[src/rtl/reg_bank_pkg.sv]
`default_nettype none
// ============================================================================
// Module   : reg_bank_pkg
// Brief    : Shared sizes, op encodings, FSM state type and read-bus slice
//            helper for the register bank sequencer.
// Revision : 1.0 - initial release
// ============================================================================
package reg_bank_pkg;

    localparam int NREG = 4;
    localparam int W    = 8;
    localparam int IDXW = 2;

    localparam logic [1:0] OP_READ  = 2'b00;
    localparam logic [1:0] OP_WRITE = 2'b01;
    localparam logic [1:0] OP_MOVE  = 2'b10;
    localparam logic [1:0] OP_SWAP  = 2'b11;

    typedef enum logic [2:0] {
        ST_IDLE = 3'd0,
        ST_RD_A = 3'd1,
        ST_RD_B = 3'd2,
        ST_WR_A = 3'd3,
        ST_WR_B = 3'd4,
        ST_RESP = 3'd5
    } state_t;

    // Pick one register slice by index rather than OR-ing the whole bus.
    function automatic logic [W-1:0] bank_slice(input logic [NREG*W-1:0] bus,
                                                input logic [IDXW-1:0]   idx);
        logic [W-1:0] s;
        s = '0;
        for (int i = 0; i < NREG; i++) begin
            if (idx == IDXW'(i)) begin
                s = bus[i*W +: W];
            end
        end
        return s;
    endfunction

endpackage
`default_nettype wire

[src/rtl/reg_bank_idx_dec.sv]
`default_nettype none
// ============================================================================
// Module   : reg_bank_idx_dec
// Brief    : 2-to-4 one-hot index decoder with enable; all outputs 0 when
//            the enable is low.
// Revision : 1.0 - initial release
// ============================================================================
module reg_bank_idx_dec
    import reg_bank_pkg::*;
(
    input  logic            en,
    input  logic [IDXW-1:0] idx,
    output logic [NREG-1:0] onehot
);

    genvar gi;
    generate
        for (gi = 0; gi < NREG; gi++) begin : g_bit
            assign onehot[gi] = en && (idx == IDXW'(gi));
        end
    endgenerate

endmodule
`default_nettype wire

[src/rtl/reg_bank_ctrl.sv]
`default_nettype none
// ============================================================================
// Module   : reg_bank_ctrl
// Brief    : Request/response sequencer driving the 4x8 register bank
//            (READ, WRITE, MOVE, SWAP). Define REG_BANK_CTRL_STATS_EN to
//            build the saturating completed-write counter.
// Revision : 1.0 - initial release
// ============================================================================
module reg_bank_ctrl
    import reg_bank_pkg::*;
(
    input  logic                reg_clk,
    input  logic                reg_rst,
    input  logic                req_valid,
    output logic                req_ready,
    input  logic [1:0]          req_op,
    input  logic [IDXW-1:0]     req_src,
    input  logic [IDXW-1:0]     req_dst,
    input  logic [W-1:0]        req_wdata,
    output logic                rsp_valid,
    input  logic                rsp_ready,
    output logic [W-1:0]        rsp_data,
    output logic [NREG-1:0]     bank_rd_en,
    output logic [NREG-1:0]     bank_wr_en,
    output logic [W-1:0]        bank_wdata,
    input  logic [NREG*W-1:0]   bank_rdata,
    output logic [7:0]          stat_wr_cnt
);

    state_t             r_state;
    state_t             w_state_nxt;
    logic [1:0]         r_op;
    logic [IDXW-1:0]    r_src;
    logic [IDXW-1:0]    r_dst;
    logic [W-1:0]       r_wdata;
    logic [W-1:0]       r_tmp_a;
    logic [W-1:0]       r_tmp_b;

    logic               w_accept;
    logic               w_rd_act;
    logic               w_wr_act;
    logic [IDXW-1:0]    w_rd_idx;
    logic [IDXW-1:0]    w_wr_idx;

    assign req_ready = (r_state == ST_IDLE);
    assign rsp_valid = (r_state == ST_RESP);
    assign w_accept  = req_valid && req_ready;

    always_ff @(posedge reg_clk or posedge reg_rst) begin
        if (reg_rst) begin
            r_state <= ST_IDLE;
        end else begin
            r_state <= w_state_nxt;
        end
    end

    always_comb begin
        w_state_nxt = r_state;
        case (r_state)
            ST_IDLE: begin
                if (req_valid) begin
                    w_state_nxt = (req_op == OP_WRITE) ? ST_WR_A : ST_RD_A;
                end
            end
            ST_RD_A: begin
                if (r_op == OP_READ) begin
                    w_state_nxt = ST_RESP;
                end else if (r_op == OP_SWAP) begin
                    w_state_nxt = ST_RD_B;
                end else begin
                    w_state_nxt = ST_WR_A;
                end
            end
            ST_RD_B: w_state_nxt = ST_WR_A;
            ST_WR_A: w_state_nxt = (r_op == OP_SWAP) ? ST_WR_B : ST_RESP;
            ST_WR_B: w_state_nxt = ST_RESP;
            ST_RESP: begin
                if (rsp_ready) begin
                    w_state_nxt = ST_IDLE;
                end
            end
            default: w_state_nxt = ST_IDLE;
        endcase
    end

    always_ff @(posedge reg_clk or posedge reg_rst) begin
        if (reg_rst) begin
            r_op    <= OP_READ;
            r_src   <= '0;
            r_dst   <= '0;
            r_wdata <= '0;
        end else if (w_accept) begin
            r_op    <= req_op;
            r_src   <= req_src;
            r_dst   <= req_dst;
            r_wdata <= req_wdata;
        end
    end

    always_ff @(posedge reg_clk or posedge reg_rst) begin
        if (reg_rst) begin
            r_tmp_a <= '0;
            r_tmp_b <= '0;
        end else begin
            if (r_state == ST_RD_A) begin
                r_tmp_a <= bank_slice(bank_rdata, r_src);
            end
            if (r_state == ST_RD_B) begin
                r_tmp_b <= bank_slice(bank_rdata, r_dst);
            end
        end
    end

    // Enables come straight from registered state, so an asynchronous
    // reset clears them in the same instant it clears the state.
    assign w_rd_act = (r_state == ST_RD_A) || (r_state == ST_RD_B);
    assign w_wr_act = (r_state == ST_WR_A) || (r_state == ST_WR_B);
    assign w_rd_idx = (r_state == ST_RD_B) ? r_dst : r_src;
    assign w_wr_idx = (r_state == ST_WR_B) ? r_src : r_dst;

    reg_bank_idx_dec u_rd_dec (
        .en     (w_rd_act),
        .idx    (w_rd_idx),
        .onehot (bank_rd_en)
    );

    reg_bank_idx_dec u_wr_dec (
        .en     (w_wr_act),
        .idx    (w_wr_idx),
        .onehot (bank_wr_en)
    );

    always_comb begin
        bank_wdata = '0;
        if (r_state == ST_WR_A) begin
            bank_wdata = (r_op == OP_WRITE) ? r_wdata : r_tmp_a;
        end else if (r_state == ST_WR_B) begin
            bank_wdata = r_tmp_b;
        end
    end

    // Response sources are all frozen while in RESP, so data holds stable.
    always_comb begin
        rsp_data = '0;
        if (r_state == ST_RESP) begin
            case (r_op)
                OP_WRITE: rsp_data = r_wdata;
                OP_SWAP:  rsp_data = r_tmp_b;
                default:  rsp_data = r_tmp_a;
            endcase
        end
    end

`ifdef REG_BANK_CTRL_STATS_EN
    logic [7:0] r_wr_cnt;

    always_ff @(posedge reg_clk or posedge reg_rst) begin
        if (reg_rst) begin
            r_wr_cnt <= '0;
        end else if (w_wr_act && (r_wr_cnt != 8'hFF)) begin
            r_wr_cnt <= r_wr_cnt + 8'd1;
        end
    end

    assign stat_wr_cnt = r_wr_cnt;
`else
    assign stat_wr_cnt = '0;
`endif

endmodule
`default_nettype wire

[config.mk]
export PLATFORM = sky130hd
export DESIGN_NAME = reg_bank_ctrl
export DESIGN_NICKNAME = d
export VERILOG_FILES = /design/src/rtl/reg_bank_pkg.sv /design/src/rtl/reg_bank_idx_dec.sv /design/src/rtl/reg_bank_ctrl.sv
export SDC_FILE = /design/constraint.sdc
export NUM_CORES = 1
export LEC_CHECK = 0
export ABC_AREA = 1
export CAP_MARGIN = 20
export CORE_MARGIN = 4
export CORE_UTILIZATION = 41
export CTS_CLUSTER_DIAMETER = 200
export DETAILED_ROUTE_END_ITERATION = 6
export PLACE_DENSITY = 0.81
export SETUP_SLACK_MARGIN = 0.5
export SYNTH_ARGS = -nofsm -noshare
export SYNTH_HDL_FRONTEND = slang
export SYNTH_SLANG_ARGS = --single-unit
[constraint.sdc]
create_clock -name reg_clk -period 1.3 [get_ports reg_clk]
set_input_delay 0.26 -clock reg_clk [delete_from_list [all_inputs] [get_ports reg_clk]]
set_output_delay 0.26 -clock reg_clk [all_outputs]
set_load 0.02 [all_outputs]
-- Word-level counts from Yosys, hierarchy flattened
Cells that the tools add are included.
- output and inout bits: 34
- input bits: 50
- flip-flop bits (word level): 33
- reduce and logical (&&, ||, !) cells: 18
- muxes and demuxes: 22
- equality and inequality tests: 22
- operators by type and width (operator ; count):
    8-bit two-way mux ; 12
    2-bit == test (second input constant) ; 9
    3-bit one-hot mux with 6 select lines ; 1
    8-bit one-hot mux with 2 select lines ; 1
    2-bit by 1-bit == test with 1-bit output (second input constant) ; 6
    2-bit zero test ; 5
    1-bit logical AND ; 9
    3-bit two-way mux ; 3
    3-bit by 2-bit == test with 1-bit output (second input constant) ; 2
    3-bit == test (second input constant) ; 2
    2-bit two-way mux ; 3
    3-bit by 1-bit == test with 1-bit output (second input constant) ; 1
    3-bit zero test ; 1
    1-bit logical OR ; 2
    1-bit two-way mux ; 2
    2-bit by 1-bit inequality test with 1-bit output (second input constant) ; 1
    2-bit inequality test (second input constant) ; 1
    2-bit AND reduction ; 1

-- Longest topological paths before layout
Gate-level depths: netlist of the first run.
- depth after elaboration: 5
- depth in mapped cells: 7

-- Cells and area by module
A second synthesis of the first run with hierarchy kept.
- cell total of the unflattened synthesis: 402
- area, all modules: 2478.6 um^2
- modules (own cells, without submodules) (module ; cells each ; area an instance (um^2) ; times used):
    reg_bank_ctrl ; 386 ; 2418.6 ; 1
    reg_bank_idx_dec ; 8 ; 30.0 ; 2

-- Worst setup path before layout of the first run
OpenSTA, ideal clock, no wires.
- path kind: reg2out
- start point: register r_state[1]
- end point: output bank_wr_en[0]
- path slack: -296 ps
- data arrival time: 1336 ps
- cell stages (with the launch flop): 7
- buffers on the path: 1
- cell sequence: dfrtp_1 nor2_1 buf_2 nand3_1 nand2_1 nand2_1 nor2_1
- word-level cells in the longest chain between the ends: 4
- elaborated cells on any way between the ends: 6
- those cells by class: eq/ne: 2; mux: 1; reduce/logical: 3
- ends and longest elaborated chain (item ; line ; text):
    start, declared ; reg_bank_ctrl.sv:30 ; state_t r_state;
    start signal, assigned ; reg_bank_ctrl.sv:53 ; r_state <= w_state_nxt;
    3-bit == test ; reg_bank_ctrl.sv:117, reg_bank_ctrl.sv:119 ;
    2-bit two-way mux ; reg_bank_ctrl.sv:119 ; assign w_wr_idx = (r_state == ST_WR_B) ? r_src : r_dst;
    2-bit zero test ; reg_bank_idx_dec.sv:19 ; assign onehot[gi] = en && (idx == IDXW'(gi));
    1-bit logical AND (*) ; reg_bank_idx_dec.sv:19 ;
    end, declared ; reg_bank_ctrl.sv:24 ; output logic [NREG-1:0] bank_wr_en,
Every way passes the cells marked *; elsewhere a longest branch is shown, timed or not.

-- Worst setup path after layout of the first run
- start point: register r_state[1]
- end point: output bank_wdata[2]
- word-level cells in the longest chain between the ends: 3
- elaborated cells on any way between the ends: 4
- those cells by class: eq/ne: 2; mux: 2
- ends and longest elaborated chain (item ; line ; text):
    3-bit == test ; reg_bank_ctrl.sv:137 ; end else if (r_state == ST_WR_B) begin
    8-bit two-way mux ; reg_bank_ctrl.sv:137 ;
    8-bit two-way mux (*) ; reg_bank_ctrl.sv:135 ; if (r_state == ST_WR_A) begin
    end, declared ; reg_bank_ctrl.sv:25 ; output logic [W-1:0] bank_wdata,
Marks and branches as above.

==> results of run 1 <==
-- synth_stat cells (all sizes together) --
cell type	number	area share [%]
nand2	187	29
nand3	55	12
dfrtp	33	34
inv	32	5.0
o21ai	30	6.2
nor2	20	3.4
a21oi	16	3.3
buf	14	4.0
clkbuf	8	1.2
clkinv	2	0.31
nand4	2	0.52
and2	1	0.26
conb	1	0.15
nor3	1	0.67
-- through the flow --
stage               setup slack, ns  instances  hold WS (ns)  util [%]
floorplan                    -0.115        409         0.194         -
global placement             -0.620        580         0.459      66.4
detailed placement           -0.695        580         0.460      66.4
CTS                          -0.490        605         0.360      76.1
global route                 -0.664        616         0.383      82.4
finish                       -0.630        616         0.344      82.4
-- timing repair --
item / in CTS / in global routing
gates resized for setup: 229 / 64
cloned: 2 / 3
pin swaps: 29 / 33
setup endpoints to repair: 59 / 59
buffers inserted: 16 / 8
-- final timing paths --
kind                                              from                     end  slack [ns]
worst max-delay path            r_state[1]$_DFFE_PP0P_           bank_wdata[2]       -0.63
worst min-delay path                           reg_rst  r_tmp_a[1]$_DFFE_PP0P_        0.34
worst max register to register  r_state[0]$_DFFE_PP0P_  r_wdata[2]$_DFFE_PP0P_       -0.32
worst min register to register  r_wdata[0]$_DFFE_PP0P_  r_wdata[0]$_DFFE_PP0P_        0.49
max in group asynchronous                      reg_rst  r_state[2]$_DFFE_PP0P_        0.76
min in group reg_clk            r_wdata[0]$_DFFE_PP0P_  r_wdata[0]$_DFFE_PP0P_        0.49
-- layer usage --
metal | vias to the layer above | part of all wire (%)
met5 | - | 0
met4 | 0 | 8.6
met3 | 97 | 10
met2 | 309 | 47
met1 | 1646 | 34
li1 | 1547 | -
-- report_power, final --
group	internal, mW	switching (mW)
Clock	0.557	0.398
Sequential	1.53	0.610
Combinational	3.67	4.83
Total	5.76	5.84
-- kinds of logic after synthesis --
kind of cell | count (synthesis) | share of synthesized area [%]
simple gates | 266 | 45.7
buf+inv | 56 | 10.5
compound gates | 46 | 9.51
flops | 33 | 34.1
other cells | 1 | 0.155
-- area by class of cell --
type / instances / area [um2]
Fill cell: 318 / 988
Inverter: 34 / 155
Timing Repair inverter: 2 / 15.0
Clock inverter: 2 / 35.0
Multi-Input combinational cell: 320 / 1900
Tap cell: 72 / 90.1
Clock buffer: 5 / 68.8
Sequential cell: 33 / 831
Timing Repair Buffer: 148 / 1520
-- layout by cell type, fill, tap and decap left out, types with 8 or more instances in the layout --
master           count
nand2_1            137
clkdlybuf4s50_1     49
buf_6               48
buf_4               43
nand3_1             40
nand2_2             34
dfrtp_1             29
o21ai_0             20
inv_1               16
nand2_4             15
a21oi_2             13
inv_2               11
nor2_4              11
nand3_2              9
conb_1               8
-- state kept, by name, summed over array words and instances (netlist names) --
signal   count
r_src        2
r_wdata      8
r_tmp_a      8
r_tmp_b      8
r_op         2
r_dst        2
r_state      3
-- worst min-delay path: stages --
cell and delay (ns):
clkdlybuf4s50_1 0.44, clkinvlp_4 0.10, buf_12 0.20
==> reports/results.ini, run 1 <==
[status]
status=finished, violations left
failed_checks=setup timing

[grt]
grt_max_degree=34
use_met1_pct=32.6
grt-ovfl-total=0
track_usage_pct=28.6
grt_pass1_vias=3361
use_met3_pct=4.76
grt_busiest_layer=met2
use_met2_pct=50.4
antenna_found_initial=0
grt_pass1_wl_um=16500

[worst_setup_path]
path_cells=buf_6 -> nand3_4 -> inv_6 -> buf_4 -> nand2_1 -> nand2_1 -> buf_4
path_class=register to output port
end_kind=output port
cpMaxStageDelayCell=dfrtp_2
cp.required_ns=1.04
start_kind=register
arrival_ns=1.67
critPathMaxStageDelay_ns=0.52
critical_path_buf_inv_count=4
rr_worst_depth=7
crit_path_max_fanout=7
crit_family=buffers and inverters
crit_cells=7

[floorplan]
dieHeight_um=84.8
io_pins=84
core.rowCount=27
die_area_um2=7200
die_w_um=84.8
start_util_pct=43.2
fp.coreArea_um2=5610

[synthesis]
yosysUniqueCellTypes=20
synth-seq-cells=33
netlist_area_um2=2420
syn_area_per_cell_um2=6.02
synth_sequential_area_ratio_pct=34.1
synth_warnings=0
postSynthCellCount=402

[worst_hold_path]
min_path_type=input port to asynchronous set/reset pin

[sta]
period_share_pct=148
rsz0062_at_grt=yes
finalSetupTns_ns=-21.15
fmaxAchievable_mhz=518
setup_violations=59
report.final.slew_viol_count=0
hold_viol=0
clock_skew_ns=0.0101
fin_ws_ns=-0.630
timing.final.crit_period_ns=1.93

[drt]
first_pass_iters=5
drtIter0Drc=377
finalWirelength_um=12300
drcViolationCount=0
vias=3599
wl_per_cell_um=19.9
vias_per_cell=5.84
antenna_left=0

[power_and_ir_drop]
total_power_mw=11.6
leakagePower_nw=2.32
peakVddDrop_mv=1.41
powerDensity_nw_per_um2=2510

[layout]
layout.nets=594
fin_area_um2=4620
layout-drive-gt1-share_pct=42.5
antenna_cells=0
area_growth_pct=90.8

[clock_tree]
root_buffer=clkbuf_8
clk_pin_slew_ns=0.08
cts_sinks=33
cts_tree=built
cts_max_level=2
clock_latency_ns=0.29
postCtsHoldBufs=0
numCtsBuffers=5
clk_path_buf_depth=2

[flow_run]
drv_cap=0

[placed_design]
gp_congestion=0.952
placed_cell_area_um2=3720
dp_hpwl_um=6600
io_buffers=75

Note: power is estimated with default switching activity, not from simulation.
==> run 2: changes to the inputs <==
--- a/config.mk
+++ b/config.mk
@@ -8,10 +8,10 @@
 export ABC_AREA = 1
 export CAP_MARGIN = 20
 export CORE_MARGIN = 4
-export CORE_UTILIZATION = 41
+export CORE_UTILIZATION = 46
 export CTS_CLUSTER_DIAMETER = 200
 export DETAILED_ROUTE_END_ITERATION = 6
-export PLACE_DENSITY = 0.81
+export PLACE_DENSITY = 0.85
 export SETUP_SLACK_MARGIN = 0.5
 export SYNTH_ARGS = -nofsm -noshare
 export SYNTH_HDL_FRONTEND = slang
==> constraint.sdc (replaced) <==
create_clock -name reg_clk -period 1.9 [get_ports reg_clk]
set_input_delay 0.38 -clock reg_clk [delete_from_list [all_inputs] [get_ports reg_clk]]
set_output_delay 0.38 -clock reg_clk [all_outputs]
set_load 0.02 [all_outputs]
==> run 2 against run 1 <==
Effect of this change:
- the flow still finishes with violations (setup timing)
- worst hold slack improved by 0.12 ns
- largest cell class unchanged
- power decreased by 43%
- via count decreased by 12%
==> reports/results.ini, run 2 (synthesized netlist as in run 1, its figures left out) <==
[worst_setup_path]
reg2reg_slack_ns=0.08
reg2reg_from=r_state[1]$_DFFE_PP0P_
cp-endpoint=bank_wdata[7]
arrival_ns=1.58
crit_path_max_fanout=9
cp.required_ns=1.52
start_kind=register
path_class=register to output port
startpoint=r_state[1]$_DFFE_PP0P_
rr_worst_depth=9
end_kind=output port
rr_endpoint=r_dst[0]$_DFFE_PP0P_

[clock_tree]
clk_path_buf_depth=2
cts_tree=built
cts_sinks=33
cts_max_level=2
numCtsBuffers=5
clk_pin_slew_ns=0.07
clock_latency_ns=0.30
postCtsHoldBufs=0
root_buffer=clkbuf_8

[sta]
report.final.slew_viol_count=0
timing.final.crit_period_ns=1.96
hold_viol=0
rsz0062_at_grt=yes
whs_ns=0.463
fin_ws_ns=-0.0592
period_share_pct=103
clock_skew_ns=0.00544
fmaxAchievable_mhz=510
setup_violations=12

[grt]
grt_max_degree=34
grt_pass1_wl_um=13600
antenna_found_initial=0
track_usage_pct=27.0
grt-ovfl-total=0
grt_pass1_vias=3017

[layout]
area_growth_pct=65.0
reg_top3=r_tmp_a x8, r_tmp_b x8, r_wdata x8
layout-drive-gt1-share_pct=28.5
layout.nets=561
layout_common_cells=164 x nand2_1, 49 x clkdlybuf4s50_1, 46 x nand3_1
final_common_cell=nand2_1
post-route-util_pct=78.2
antenna_cells=0
final_cells=582

[flow_run]
drv_cap=0

[drt]
antenna_left=0
drcViolationCount=0
first_pass_iters=7
drtIter0Drc=397
vias=3162
finalWirelength_um=8960
vias_per_cell=5.43
wl_per_cell_um=15.4

[worst_hold_path]
min_path_type=input port to asynchronous set/reset pin

[floorplan]
dieHeight_um=80.5
core.rowCount=26
fp.coreArea_um2=5110
die_w_um=80.5
start_util_pct=47.4
io_pins=84
die_area_um2=6490

[placed_design]
gp_congestion=0.871
dp_hpwl_um=5970
pre_cts_slack_ns=-0.186
io_buffers=75
dp.cells=560

[status]
status=finished, violations left
failed_checks=setup timing

[power_and_ir_drop]
peakVddDrop_mv=1.19
total_power_mw=6.58
powerDensity_nw_per_um2=1650
leakagePower_nw=2.08

## run 2: worst min-delay path by stage
stage,from,end,slack (ns),cells past startpoint
finish,reg_rst,r_state[1]$_DFFE_PP0P_,0.46,3
global route,r_wdata[1]$_DFFE_PP0P_,r_wdata[1]$_DFFE_PP0P_,0.50,2
CTS,reg_rst,r_src[0]$_DFFE_PP0P_,0.48,3
detailed placement,r_wdata[6]$_DFFE_PP0P_,r_wdata[6]$_DFFE_PP0P_,0.46,2
global placement,r_wdata[6]$_DFFE_PP0P_,r_wdata[6]$_DFFE_PP0P_,0.45,2
floorplan,r_wdata[0]$_DFFE_PP0P_,r_wdata[0]$_DFFE_PP0P_,0.44,2
## run 2: cell type report
| class | count | area, um2 |
|---|---|---|
| Fill cell | 388 | 1110 |
| Tap cell | 70 | 87.6 |
| Timing Repair inverter | 1 | 5.00 |
| Timing Repair Buffer | 116 | 1130 |
| Multi-Input combinational cell | 320 | 1660 |
| Clock buffer | 5 | 68.8 |
| Inverter | 34 | 140 |
| Clock inverter | 3 | 65.1 |
| Sequential cell | 33 | 831 |
## run 2: through the flow
stage	setup TNS, ns	area, um2
final	-0.297	3990
after global routing	-1.11	3990
after CTS	-0.175	3780
after detailed placement	-2.77	3530
after global placement	-2.25	3530
after floorplan	0	2630
## run 2: repair_timing
item,in CTS,in global routing
gates cloned,1,1
resized for setup,154,54
buffers inserted,4,8
setup endpoints to repair,56,53
pin swaps,13,19
## run 2: where the power goes
group	switching (mW)	internal, mW	total (mW)
Clock	0.288	0.521	0.809
Combinational	2.58	1.80	4.38
Sequential	0.346	1.05	1.39
## run 2: worst max-delay path, stage by stage, from the launching register on
cell and delay (ns):
dfrtp_2 0.49, nor2_4 0.19, buf_4 0.14, buf_8 0.13, nand3_1 0.11, nand2_1 0.10, buf_6 0.12
## run 2: metal layers
layer	part of all wire, %	global-route usage (%)
met1	39	31.9
met2	52	48.4
met3	7.1	5.16
met4	2.4	9.63
met5	0	0
==> run 3: changes to the inputs <==
==> constraint.sdc (replaced) <==
create_clock -name reg_clk -period 1.9 [get_ports reg_clk]
set_input_delay 0.38 -clock reg_clk [delete_from_list [all_inputs] [get_ports reg_clk]]
set_output_delay 0.38 -clock reg_clk [all_outputs]
set_load 0.005 [all_outputs]
==> run 3 against run 2 <==
Effect of this change:
- the flow still finishes with violations (setup timing)
- die area is the same
- flip-flop and latch count stayed put
- setup slack lost 0.0017 ns
- combinational power fell by 2%
- design area up 0.69%
- clock-buffer cell count grew 2
==> reports/results.ini, run 3 (synthesized netlist as in run 1, its figures left out) <==
[status]
status=finished, violations left
failed_checks=setup timing

[drt]
drtIter0Drc=413
wl_per_cell_um=16.5
vias_per_cell=5.60
drcViolationCount=0
vias=3305
finalWirelength_um=9750
antenna_left=0
first_pass_iters=5

[clock_tree]
clock_latency_ns=0.29
root_buffer=clkbuf_8
cts_sinks=33
numCtsBuffers=5
postCtsHoldBufs=0
cts_max_level=2
clk_path_buf_depth=2
cts_tree=built
clk_pin_slew_ns=0.07

[power_and_ir_drop]
total_power_mw=6.28
peakVddDrop_mv=0.873
leakagePower_nw=2.19
powerDensity_nw_per_um2=1560

[sta]
finalSetupTns_ns=-0.179
setup_violations=7
fmaxAchievable_mhz=510
hold_viol=0
report.final.slew_viol_count=0
fin_ws_ns=-0.0608
period_share_pct=103
whs_ns=0.488
rsz0062_at_grt=yes
timing.final.crit_period_ns=1.96
clock_skew_ns=0.00663

[layout]
final_common_cell=nand2_1
layout_common_cells=140 x nand2_1, 49 x clkdlybuf4s50_1, 41 x nand3_1
area_growth_pct=66.1
post-route-util_pct=78.7
layout-drive-gt1-share_pct=33.7
reg_top3=r_tmp_a x8, r_tmp_b x8, r_wdata x8
fin_area_um2=4020
layout.nets=570
antenna_cells=0

[grt]
antenna_found_initial=0
grt_pass1_wl_um=14400
grt_pass1_vias=3152
grt-ovfl-total=0
track_usage_pct=28.8
grt_max_degree=34

[worst_setup_path]
rr_worst_depth=10
reg2reg_slack_ns=0.11
rr_endpoint=r_wdata[5]$_DFFE_PP0P_
crit_path_max_fanout=6
cp.required_ns=1.52
end_kind=output port
reg2reg_from=r_state[1]$_DFFE_PP0P_
start_kind=register
path_class=register to output port
arrival_ns=1.58

[placed_design]
dp_hpwl_um=6090
gp_congestion=0.914
io_buffers=75
placed_cell_area_um2=3390

[floorplan]
fp.coreArea_um2=5110
die_w_um=80.5
start_util_pct=47.4
dieHeight_um=80.5
die_area_um2=6490
core.rowCount=26
io_pins=84

[worst_hold_path]
min_path_type=input port to asynchronous set/reset pin

[flow_run]
drv_cap=0

[run 3: area by class of cell]
type / count / area, um2
well taps: 70 / 87.6
inverters: 34 / 153
multi-input cells: 320 / 1730
fillers: 357 / 1090
flip-flops and latches: 33 / 830
repair inverters: 1 / 16.3
clock buffers: 7 / 86.3
repair buffers: 125 / 1120
[run 3: worst max-delay path, cell delays in order (launching register included)]
cell	delay (ns)
dfrtp_2	0.47
nor2_4	0.14
buf_6	0.12
nand2_4	0.09
o21ai_1	0.25
nor2_1	0.08
buf_2	0.13
[run 3: stage by stage]
step | std cells | worst slack, ns
2_1_floorplan | 409 | 0.487
3_3_place_gp | 557 | 0.0172
3_5_place_dp | 557 | -0.0527
4_1_cts | 583 | 0.0581
5_1_grt | 590 | -0.0986
6_report | 590 | -0.0608
[run 3: where the power goes]
part           leakage [nW]  internal, mW  total [mW]  switching (mW)
sequential            0.406          1.05        1.45           0.399
clock                0.0443         0.287       0.543           0.255
combinational          1.73          1.85        4.29            2.45
total                  2.19          3.18        6.28            3.10
[run 3: worst max path at each step]
stage	startpoint	endpoint	depth (start not counted)
global placement	r_state[1]$_DFFE_PP0P_	bank_wr_en[2]	6
finish	r_state[1]$_DFFE_PP0P_	bank_wr_en[3]	6
detailed placement	r_state[1]$_DFFE_PP0P_	bank_wr_en[3]	6
global route	r_state[1]$_DFFE_PP0P_	bank_wr_en[3]	6
CTS	r_state[0]$_DFFE_PP0P_	bank_wr_en[0]	8
floorplan	r_state[1]$_DFFE_PP0P_	bank_wr_en[0]	6
[run 3: timing repair]
item                                    4_1_cts  5_1_grt
cloned                                        3        0
pin swaps                                    24       24
buffers inserted                             16        7
endpoints found under the setup margin       56       56
resized for setup                           189       56
[run 3: routing by layer]
metal	part of all wire (%)	track usage, %
met5	0	0
met1	37	32.6
met3	7.0	5.72
met2	51	51.7
met4	4.8	13.0
